==> src/rtl/cpu_pkg.sv <==
// Shared definitions for the multicycle core: opcodes, FSM states and
// instruction field offsets derived from the register/data widths.
package cpu_pkg;

  localparam int OPCODE_W = 4;

  typedef enum logic [3:0] {
    OP_ADD  = 4'h0,
    OP_SUB  = 4'h1,
    OP_AND  = 4'h2,
    OP_OR   = 4'h3,
    OP_XOR  = 4'h4,
    OP_NOT  = 4'h5,
    OP_SHL  = 4'h6,
    OP_SHR  = 4'h7,
    OP_ADDI = 4'h8,
    OP_LDI  = 4'h9,
    OP_LD   = 4'hA,
    OP_ST   = 4'hB,
    OP_JMP  = 4'hC,
    OP_JZ   = 4'hD,
    OP_JR   = 4'hE,
    OP_HALT = 4'hF
  } opcode_e;

  typedef enum logic [2:0] {
    FETCH,
    DECODE,
    EXEC,
    MEM,
    WB,
    STEPWAIT,
    HALT_ST
  } state_e;

  // Instruction layout, MSB first: [op][rd][ra][rb][imm]
  function automatic int rb_lsb(input int reg_aw, input int data_w);
    return data_w + 0 * reg_aw;
  endfunction

  function automatic int ra_lsb(input int reg_aw, input int data_w);
    return data_w + reg_aw;
  endfunction

  function automatic int rd_lsb(input int reg_aw, input int data_w);
    return data_w + 2 * reg_aw;
  endfunction

  function automatic int op_lsb(input int reg_aw, input int data_w);
    return data_w + 3 * reg_aw;
  endfunction

endpackage

==> src/rtl/cpu_alu.sv <==
// Combinational ALU for the multicycle core; op encodes the eight
// register-register operations, carry follows the per-op borrow/shift rules.
module cpu_alu #(
  parameter int DATA_W = 8
) (
  input  logic [DATA_W-1:0] a,
  input  logic [DATA_W-1:0] b,
  input  logic [2:0]        op,
  output logic [DATA_W-1:0] y,
  output logic              carry,
  output logic              zero
);

  always_comb begin
    y     = '0;
    carry = 1'b0;
    case (op)
      3'd0: {carry, y} = {1'b0, a} + {1'b0, b};
      3'd1: begin
        y     = a - b;
        carry = (a < b);
      end
      3'd2: y = a & b;
      3'd3: y = a | b;
      3'd4: y = a ^ b;
      3'd5: y = ~a;
      3'd6: begin
        y     = a << 1;
        carry = a[DATA_W-1];
      end
      default: begin
        y     = a >> 1;
        carry = a[0];
      end
    endcase
    zero = (y == '0);
  end

endmodule

==> src/rtl/multicycle_cpu.sv <==
// Multicycle core: FETCH/DECODE/EXEC/MEM/WB sequencing, step mode, halt and a
// debug register tap. Define MULTICYCLE_CPU_TRACE_EN to add the retire trace ports.
module multicycle_cpu
  import cpu_pkg::*;
#(
  parameter  int DATA_W  = 8,
  parameter  int REG_AW  = 4,
  parameter  int PC_W    = 8,
  localparam int INSTR_W = OPCODE_W + 3 * REG_AW + DATA_W
) (
  input  logic               clk,
  input  logic               rst,
  input  logic               step_mode,
  input  logic               step,
  output logic [PC_W-1:0]    imem_addr,
  input  logic [INSTR_W-1:0] imem_data,
  output logic               dmem_req,
  output logic               dmem_we,
  output logic [DATA_W-1:0]  dmem_addr,
  output logic [DATA_W-1:0]  dmem_wdata,
  input  logic               dmem_ready,
  input  logic [DATA_W-1:0]  dmem_rdata,
  output logic [PC_W-1:0]    pc,
  output logic               halted,
  input  logic [REG_AW-1:0]  dbg_sel,
  output logic [DATA_W-1:0]  dbg_data
`ifdef MULTICYCLE_CPU_TRACE_EN
  ,
  output logic               trace_valid,
  output logic [PC_W-1:0]    trace_pc,
  output logic [INSTR_W-1:0] trace_instr,
  output logic [DATA_W-1:0]  trace_wdata
`endif
);

  localparam int NREGS  = 1 << REG_AW;
  localparam int RB_LSB = rb_lsb(REG_AW, DATA_W);
  localparam int RA_LSB = ra_lsb(REG_AW, DATA_W);
  localparam int RD_LSB = rd_lsb(REG_AW, DATA_W);
  localparam int OP_LSB = op_lsb(REG_AW, DATA_W);

  state_e              state_q, state_d;
  logic [PC_W-1:0]     pc_q, pc_d;
  logic [INSTR_W-1:0]  ir_q, ir_d;
  logic [DATA_W-1:0]   a_q, a_d, b_q, b_d, res_q, res_d;
  logic                z_q, z_d, c_q, c_d;
  logic [DATA_W-1:0]   regs_q [NREGS];
  logic [DATA_W-1:0]   regs_d [NREGS];
  logic                req_q, req_d, we_q, we_d;
  logic [DATA_W-1:0]   addr_q, addr_d, wdata_q, wdata_d;
  logic                halted_q, halted_d;

  opcode_e             op;
  logic [REG_AW-1:0]   rd, ra, rb;
  logic [DATA_W-1:0]   imm;
  logic [DATA_W-1:0]   alu_b, alu_y;
  logic [2:0]          alu_op;
  logic                alu_c, alu_z;
  logic [PC_W-1:0]     pc_inc, imm_pc;
  state_e              retire_st;

  assign op        = opcode_e'(ir_q[OP_LSB +: OPCODE_W]);
  assign rd        = ir_q[RD_LSB +: REG_AW];
  assign ra        = ir_q[RA_LSB +: REG_AW];
  assign rb        = ir_q[RB_LSB +: REG_AW];
  assign imm       = ir_q[DATA_W-1:0];
  assign pc_inc    = pc_q + PC_W'(1);
  assign imm_pc    = PC_W'(imm);
  assign retire_st = step_mode ? STEPWAIT : FETCH;

  // ADDI and load/store address generation reuse the adder with imm as operand b.
  assign alu_b  = (op inside {OP_ADDI, OP_LD, OP_ST}) ? imm : b_q;
  assign alu_op = op[3] ? 3'd0 : op[2:0];

  cpu_alu #(.DATA_W(DATA_W)) u_alu (
    .a     (a_q),
    .b     (alu_b),
    .op    (alu_op),
    .y     (alu_y),
    .carry (alu_c),
    .zero  (alu_z)
  );

  always_comb begin
    // NOTE: every _d starts from its _q so no path leaves it unassigned; a missing default here would infer a latch.
    state_d  = state_q;
    pc_d     = pc_q;
    ir_d     = ir_q;
    a_d      = a_q;
    b_d      = b_q;
    res_d    = res_q;
    z_d      = z_q;
    c_d      = c_q;
    regs_d   = regs_q;
    req_d    = req_q;
    we_d     = we_q;
    addr_d   = addr_q;
    wdata_d  = wdata_q;
    halted_d = halted_q;
    case (state_q)
      FETCH: begin
        ir_d    = imem_data;
        state_d = DECODE;
      end
      DECODE: begin
        a_d     = regs_q[ra];
        b_d     = regs_q[rb];
        state_d = EXEC;
      end
      EXEC: begin
        pc_d = pc_inc;
        case (op)
          OP_ADD, OP_SUB, OP_AND, OP_OR, OP_XOR, OP_NOT, OP_SHL, OP_SHR, OP_ADDI: begin
            res_d   = alu_y;
            z_d     = alu_z;
            c_d     = alu_c;
            state_d = WB;
          end
          OP_LDI: begin
            res_d   = imm;
            state_d = WB;
          end
          OP_LD, OP_ST: begin
            req_d   = 1'b1;
            we_d    = (op == OP_ST);
            addr_d  = alu_y;
            wdata_d = b_q;
            state_d = MEM;
          end
          OP_JMP: begin
            pc_d    = imm_pc;
            state_d = retire_st;
          end
          OP_JZ: begin
            if (z_q) pc_d = imm_pc;
            state_d = retire_st;
          end
          OP_JR: begin
            pc_d    = PC_W'(a_q);
            state_d = retire_st;
          end
          OP_HALT: begin
            pc_d     = pc_q;
            halted_d = 1'b1;
            state_d  = HALT_ST;
          end
        endcase
      end
      MEM: begin
        if (dmem_ready) begin
          req_d = 1'b0;
          we_d  = 1'b0;
          if (we_q) begin
            state_d = retire_st;
          end else begin
            res_d   = dmem_rdata;
            state_d = WB;
          end
        end
      end
      WB: begin
        regs_d[rd] = res_q;
        state_d    = retire_st;
      end
      STEPWAIT: if (step) state_d = FETCH;
      HALT_ST:  ;
      default:  state_d = FETCH;
    endcase
  end

  always_ff @(posedge clk or posedge rst) begin
    if (rst) begin
      state_q  <= FETCH;
      pc_q     <= '0;
      ir_q     <= '0;
      a_q      <= '0;
      b_q      <= '0;
      res_q    <= '0;
      z_q      <= 1'b0;
      c_q      <= 1'b0;
      req_q    <= 1'b0;
      we_q     <= 1'b0;
      addr_q   <= '0;
      wdata_q  <= '0;
      halted_q <= 1'b0;
      // NOTE: the register file is architecturally zero after reset, so every entry is cleared; that keeps it out of RAM macros.
      for (int i = 0; i < NREGS; i++) regs_q[i] <= '0;
    end else begin
      // NOTE: non-blocking updates so every flop samples the pre-edge _d values regardless of statement order.
      state_q  <= state_d;
      pc_q     <= pc_d;
      ir_q     <= ir_d;
      a_q      <= a_d;
      b_q      <= b_d;
      res_q    <= res_d;
      z_q      <= z_d;
      c_q      <= c_d;
      req_q    <= req_d;
      we_q     <= we_d;
      addr_q   <= addr_d;
      wdata_q  <= wdata_d;
      halted_q <= halted_d;
      regs_q   <= regs_d;
    end
  end

  assign imem_addr  = pc_q;
  assign pc         = pc_q;
  assign halted     = halted_q;
  assign dmem_req   = req_q;
  assign dmem_we    = we_q;
  assign dmem_addr  = addr_q;
  assign dmem_wdata = wdata_q;
  assign dbg_data   = regs_q[dbg_sel];

`ifdef MULTICYCLE_CPU_TRACE_EN
  logic               trace_valid_q, trace_valid_d;
  logic [PC_W-1:0]    trace_pc_q, ipc_q, ipc_d;
  logic [INSTR_W-1:0] trace_instr_q;
  logic [DATA_W-1:0]  trace_wdata_q, trace_wdata_d;

  // pc has already advanced by retirement, so the fetch address is kept separately.
  assign ipc_d = (state_q == FETCH) ? pc_q : ipc_q;

  always_comb begin
    trace_valid_d = 1'b0;
    trace_wdata_d = '0;
    case (state_q)
      EXEC: trace_valid_d = (op inside {OP_JMP, OP_JZ, OP_JR, OP_HALT});
      MEM:  trace_valid_d = dmem_ready && we_q;
      WB: begin
        trace_valid_d = 1'b1;
        trace_wdata_d = res_q;
      end
      default: ;
    endcase
  end

  always_ff @(posedge clk or posedge rst) begin
    if (rst) begin
      ipc_q         <= '0;
      trace_valid_q <= 1'b0;
      trace_pc_q    <= '0;
      trace_instr_q <= '0;
      trace_wdata_q <= '0;
    end else begin
      ipc_q         <= ipc_d;
      trace_valid_q <= trace_valid_d;
      trace_pc_q    <= ipc_q;
      trace_instr_q <= ir_q;
      trace_wdata_q <= trace_wdata_d;
    end
  end

  assign trace_valid = trace_valid_q;
  assign trace_pc    = trace_pc_q;
  assign trace_instr = trace_instr_q;
  assign trace_wdata = trace_wdata_q;
`endif

endmodule

==> config.mk <==
export PLATFORM = sky130hd
export DESIGN_NAME = multicycle_cpu
export DESIGN_NICKNAME = d
export VERILOG_FILES = /design/src/rtl/cpu_pkg.sv /design/src/rtl/cpu_alu.sv /design/src/rtl/multicycle_cpu.sv
export SDC_FILE = /design/constraint.sdc
export NUM_CORES = 1
export LEC_CHECK = 0
export ABC_AREA = 1
export ABC_CLOCK_PERIOD_IN_PS = 9700
export CORE_AREA = 2 2 193 195
export DETAILED_ROUTE_END_ITERATION = 6
export DIE_AREA = 0 0 195 197
export HOLD_SLACK_MARGIN = 0.06
export PLACE_DENSITY_LB_ADDON = 0.1
export REMOVE_ABC_BUFFERS = 1
export SLEW_MARGIN = 15
export SYNTH_ARGS = -nofsm -noshare
export SYNTH_HDL_FRONTEND = slang
export SYNTH_SLANG_ARGS = --single-unit
==> constraint.sdc <==
create_clock -name clk -period 9.7 [get_ports clk]
set_input_delay 2.425 -clock clk [delete_from_list [all_inputs] [get_ports clk]]
set_output_delay 2.425 -clock clk [all_outputs]
set_load 0.05 [all_outputs]
# Yosys cells after proc, flatten, opt, wreduce, memory -nomap -nowiden
# Cells that the tools add are included.
# W data, S select, Z words.
# word_totals
ff_bits	207
inputBits	41
out_inout_bits	43
# op_classes
magnitude_cmp	5
n_bitwise	10
muxes	32
eq_ne	32
add_sub_neg	3
reduce_logical	18
# op_table
cell	count
$bwmux W128	1
$bmux W8 S4	3
$mux W8	11
$pmux W8 S7	1
$demux W8 S4	1
$eq A4 B4 Y1 const B	8
$pmux W8 S2	2
$pmux W8 S4	1
$pmux W3 S7	1
$ge A5 B5 Y1 const B	4
$not A4 Y5	4
$eq A3 B3 Y1 const B	6
$eq A4 B3 Y1 const B	4
$mux W3	5
$eq A3 B2 Y1 const B	4
$pmux W3 S4	1
$reduce_or A10 Y1	1
$reduce_or A9 Y1	1
$add A8 B1 Y8 const B	1
$add A8 B8 Y8	1
$and A8 B8 Y8	1
$eq A4 B2 Y1 const B	2
$logic_not A8 Y1	1
$not A8 Y8	1
22 further kinds	34

# Logic depth before layout (Yosys ltp)
# depth
word_depth	7
depth_mapped	24
ltp_nobuf	24

# Modules after synthesis
# From an unflattened synthesis, not the netlist that was laid out.
# unflattened
hier_cells	2040
hier_area_um2	13678.1
# by_module_without_submodules
mod	cells_per_inst	area_per_inst_um2	n_inst
multicycle_cpu	1778	12124.1	1
cpu_alu	262	1554.0	1

# Worst setup path before layout
# OpenSTA, ideal clock, no wires.
# synth_path
path_type	input port to output port
start	input dbg_sel[0]
end	output dbg_data[7]
required_time_ns	7.275
path_slack_ns	3.480
arrival_ns	3.795
cell_stages	7
cell_sequence	clkbuf_1 -> buf_2 -> clkbuf_1 -> nor2_1 -> o221ai_1 -> nand3_1 -> nand2_1
# synth_between
elab_chain_cells	4
# synth_rtl
item	line	source
start: declaration	multicycle_cpu.sv:25	input logic [REG_AW-1:0] dbg_sel,
$not A4 Y5 (not written as such)	multicycle_cpu.sv:214	assign dbg_data = regs_q[dbg_sel];
$bmux W8 S4	multicycle_cpu.sv:214	
$mux W8 (not written as such) (2 in series)	multicycle_cpu.sv:214	
end: declaration	multicycle_cpu.sv:26	output logic [DATA_W-1:0] dbg_data
# No other way between the ends. The select of a mux whose other input is x is not followed.

# Worst setup path in the final report
# layout_path
start	input dbg_sel[2]
end	output dbg_data[5]
# Same word-level chain as after synthesis.

==> results.md <==
- The run finished with clean final reports.
- For the worst setup path, the data arrival time is 5.51 ns.
- Dividing the detail-routed via count by the number of cells gives 5.684.
- Setup violations remaining at the end of the flow were counted as 0.
- Buffers inserted to repair hold after CTS numbered 0.
- The pin count of the biggest net entering global routing is 134.
- The initial antenna violation count is 0.
- For the worst-skew pair, the clock arrives at the later sink with an insertion delay of 0.56 ns.
- After clock tree synthesis, the clock-pin slew on the worst setup and hold paths is 0.05 ns.
- The maximum clock frequency is 126.0 MHz.
- The critical path capture point type is a primary output.
- The sequential-to-total area share from yosys stat is 0.4122.
- The number of remaining DRC errors is 0.
- The global-route usage over all layers is 0.2537.
- Yosys printed 0 warnings.
- The total negative setup slack is 0 ns.
- The number of detailed-route iterations in the first pass is 5.
- Once detail routing completed, the nets flagged for antenna violations numbered 0.
- sky130_fd_sc_hd__dfrtp_1 takes more of the synthesized area than any other cell.
- The number of gates resized after CTS was 0.
- In the post-synthesis netlist, the biggest area contributors are sky130_fd_sc_hd__dfrtp_1, sky130_fd_sc_hd__o21ai_0, sky130_fd_sc_hd__nand2_1.
- The total power of the final layout is 5.654 mW.
- For this design, the sink count on the clock tree is 207.
- The floorplan has 70 rows.
- The cell sitting at the root of the clock tree is a sky130_fd_sc_hd__clkbuf_16.
- In this run the cell area of the synthesized design comes to 12570 µm².
- The first global-routing pass estimated 74.31 mm of wire.
- The worst clock skew on the final layout is 0.007521 ns.
- The category of the most critical setup path is input port to primary output.
- In this design, the critical path's most frequently occurring cell is sky130_fd_sc_hd__clkdlybuf4s50_1.
- The static leakage is 6.245 nW.
- Synthesis handed over a netlist of 1701 instances.
- Pin placement for this block handled 84 I/O pins.
- The tightest min-delay check is of the flop to flop type.
- The initial utilization of the core area, before any placement, comes to 0.3465.
- The number of setup buffers added after CTS is 0.
- Input and output buffers added on the ports amount to 83.
- The CTS H-tree depth is 1.
- The number of endpoints with negative hold slack in the final report is 0.
- On the worst path, the slowest cell contributes a delay of 1.13 ns.
- Of all nets on the critical path, the largest fanout is 17.
- The final RePlAce weighted congestion is 0.9689.
- Dividing the detail-routed wire length by the instance count gives 22.30 µm.
- The count of antenna diodes in the layout is 0.
- The area overhead of the layout relative to synthesis is 15.09%.
- In this run the deepest clock path goes through 3 buffers.
- In this run the tightest slew margin relative to its limit is 0.2345.
- In this run, synthesis produced a sequential element count of 207.
- The post-layout minimum cycle time is 7.939 ns.
- In this run the power density over the cells is 390.9 nW/µm².
- After legalization and detailed placement, the total HPWL measured 31.96 mm.
- The worst setup path is launched from an input port.
- The floorplan step defined a die boundary enclosing 38420 µm².
- The floorplan step set the die width to 195 µm.
- The number of clock buffers inserted by TritonCTS is 26.
- Dividing the final minimum period by the clock period gives 0.8184.
- The tool flagged a number of max-cap violations equal to 0.
- The number of nets at the end of the flow is 1776.
- The slowest stage of the critical path is the sky130_fd_sc_hd__clkdlybuf4s50_1 cell.
- Across the VDD grid, the largest voltage drop is 0.1855 mV.
- The count of final max-slew check failures is 0.
- For the pin with the worst max-slew slack, the measured transition is 1.145 ns.
- After the first detailed-routing iteration, the DRC count stood at 1162.
- Data on the critical path is required at its endpoint by 7.28 ns.
- Setup repair after global routing left no endpoint under its margin.
- Of the cells placed in the final design, the portion with a size suffix greater than 1 is 0.04561.
- The residual overflow from global routing is 0.
- Walking the worst path, the cells encountered are clkdlybuf4s50_1 > inv_1 > o211ai_1 > nand3_1 > nand2_1 > clkdlybuf4s50_1.
- The number of different library cells in the post-synthesis netlist is 42.
- The clock tree from TritonCTS is built.
- Dividing the synthesized area by the synthesized cell count gives 7.387 µm².
- The placeable core region is 36260 µm².
- The detailed router placed 12.50k vias in this run.
- The number of global-route vias before repair came to 11.71k.
- The height of the die is 197 µm.
- The layout has 3805 filler cells.
- Wires add up to 49.05 mm.
- At the end of the flow the core is filled with cells to 0.3988.
- The share of synthesized area in the top cell type comes to 0.4122.
## sequential cells by signal, summed over array words and instances, names as in the netlist
register,flops
dmem_addr,8
ir_q,24
halted,1
regs_q,128
imem_addr,8
a_q,8
b_q,8
res_q,8
z_q,1
dmem_wdata,8
dmem_req,1
state_q,3
dmem_we,1
## cell type report
type,count,area [µm²],share of cell area
multi-input cells,1236,6382,0.4413
flip-flops and latches,207,5181,0.3583
repair buffers,100,955.9,0.06610
clock buffers,44,799.5,0.05529
well taps,468,585.6,0.04049
inverters,141,536.8,0.03712
clock inverters,4,20.02,0.001384
## worst max-delay path: cells and delay by family
kind,cells,cell delay [ns]
simple gates,2,0.25
buf+inv,3,2.57
compound gates,1,0.25
## cell families (layout without fill, tap and decap cells)
logic type,after synthesis,count (layout),share of synthesized area
multiplexers,23,23,0.01832
flip-flops,207,207,0.4122
AO/OA/AOI/OAI,618,618,0.2778
buffers and inverters,258,289,0.08045
adder cells (fa/ha/maj),23,23,0.02350
XOR/XNOR,9,9,0.006273
AND/OR/NAND/NOR,563,563,0.1814
## path summary, 6_finish.rpt
path,slack (ns),depth (start not counted),startpoint,to
max,1.76,6,dbg_sel[2],dbg_data[5]
min,0.47,2,halted$_DFFE_PP0P_,halted$_DFFE_PP0P_
max reg2reg,6.14,22,ir_q[21]$_DFFE_PP0P_,z_q$_DFFE_PP0P_
min reg2reg,0.47,2,halted$_DFFE_PP0P_,halted$_DFFE_PP0P_
max in group asynchronous,5.56,3,rst,ir_q[12]$_DFFE_PP0P_
min in group asynchronous,2.48,2,rst,dmem_wdata[1]$_DFFE_PP0P_
## cells in the mapped netlist (all sizes together)
cell type  instances
o21ai            379
mux2i             23
nand3b             2
nor2             180
a31oi             11
a21oi            100
a311oi             5
nand3             40
nor4               1
o22ai             20
nand2            318
nand4             11
xnor2              2
xor2               7
a22oi             11
or2                3
buf               20
a2bb2oi            1
o211ai            21
o221ai            57
fa                 1
o21a               4
clkinv             1
clkbuf            97
o31ai              2
a211oi             6
inv              140
ha                22
dfrtp            207
a32o               1
nor3               8
## cell usage in the layout, fill, tap and decap left out, types with 2 or more instances in the layout
master | synthesis | layout
sky130_fd_sc_hd__nor3_1 | 7 | 7
sky130_fd_sc_hd__a22oi_1 | 11 | 11
sky130_fd_sc_hd__a211oi_1 | 6 | 6
sky130_fd_sc_hd__nand3_1 | 40 | 40
sky130_fd_sc_hd__a21oi_1 | 100 | 100
sky130_fd_sc_hd__nand3b_1 | 2 | 2
sky130_fd_sc_hd__clkdlybuf4s50_1 | 0 | 82
sky130_fd_sc_hd__o21a_1 | 4 | 4
sky130_fd_sc_hd__o221ai_1 | 57 | 57
sky130_fd_sc_hd__dfrtp_1 | 207 | 206
sky130_fd_sc_hd__a311oi_1 | 5 | 5
sky130_fd_sc_hd__o211ai_1 | 21 | 21
sky130_fd_sc_hd__clkinv_2 | 0 | 4
sky130_fd_sc_hd__or2_2 | 3 | 3
sky130_fd_sc_hd__inv_2 | 5 | 7
sky130_fd_sc_hd__o21ai_2 | 2 | 2
sky130_fd_sc_hd__clkbuf_8 | 0 | 6
sky130_fd_sc_hd__nor2_2 | 3 | 3
sky130_fd_sc_hd__a31oi_1 | 11 | 11
sky130_fd_sc_hd__mux2i_1 | 23 | 23
sky130_fd_sc_hd__nand2_1 | 315 | 315
sky130_fd_sc_hd__nand4_1 | 11 | 11
sky130_fd_sc_hd__xor2_1 | 7 | 7
sky130_fd_sc_hd__o22ai_1 | 20 | 20
sky130_fd_sc_hd__ha_1 | 22 | 22
sky130_fd_sc_hd__buf_4 | 8 | 18
sky130_fd_sc_hd__inv_1 | 135 | 132
sky130_fd_sc_hd__xnor2_1 | 2 | 2
sky130_fd_sc_hd__clkbuf_1 | 97 | 11
sky130_fd_sc_hd__nor2_1 | 176 | 175
sky130_fd_sc_hd__o31ai_1 | 2 | 2
sky130_fd_sc_hd__o21ai_0 | 370 | 370
sky130_fd_sc_hd__clkbuf_16 | 0 | 27
sky130_fd_sc_hd__o21ai_1 | 7 | 7
## through the flow
stage               hold slack (ns)  area, µm²  setup WS [ns]  std cells
finish                       0.4653      14460          1.761       2200
floorplan                    0.4417      12080          1.623       1584
global route                 0.5093      14460          1.729       2200
detailed placement           0.4585      13640          1.895       2152
global placement             0.4546      13640          1.940       2152
CTS                          0.4732      14460          1.898       2200
## layer usage
metal,track usage,up-vias,share of wire
met2,0.4075,489,0.46
met3,0.03576,107,0.058
li1,-,5863,-
met4,0.1108,0,0.044
met5,0,-,0
met1,0.3420,6045,0.44
## power by group
part,switching [mW],leakage [nW],internal [mW]
clock,0.396,0.404,0.556
sequential,0.353,2.70,1.20
combinational,2.19,3.14,0.963
No activity file was read; power rests on OpenSTA's default activity.
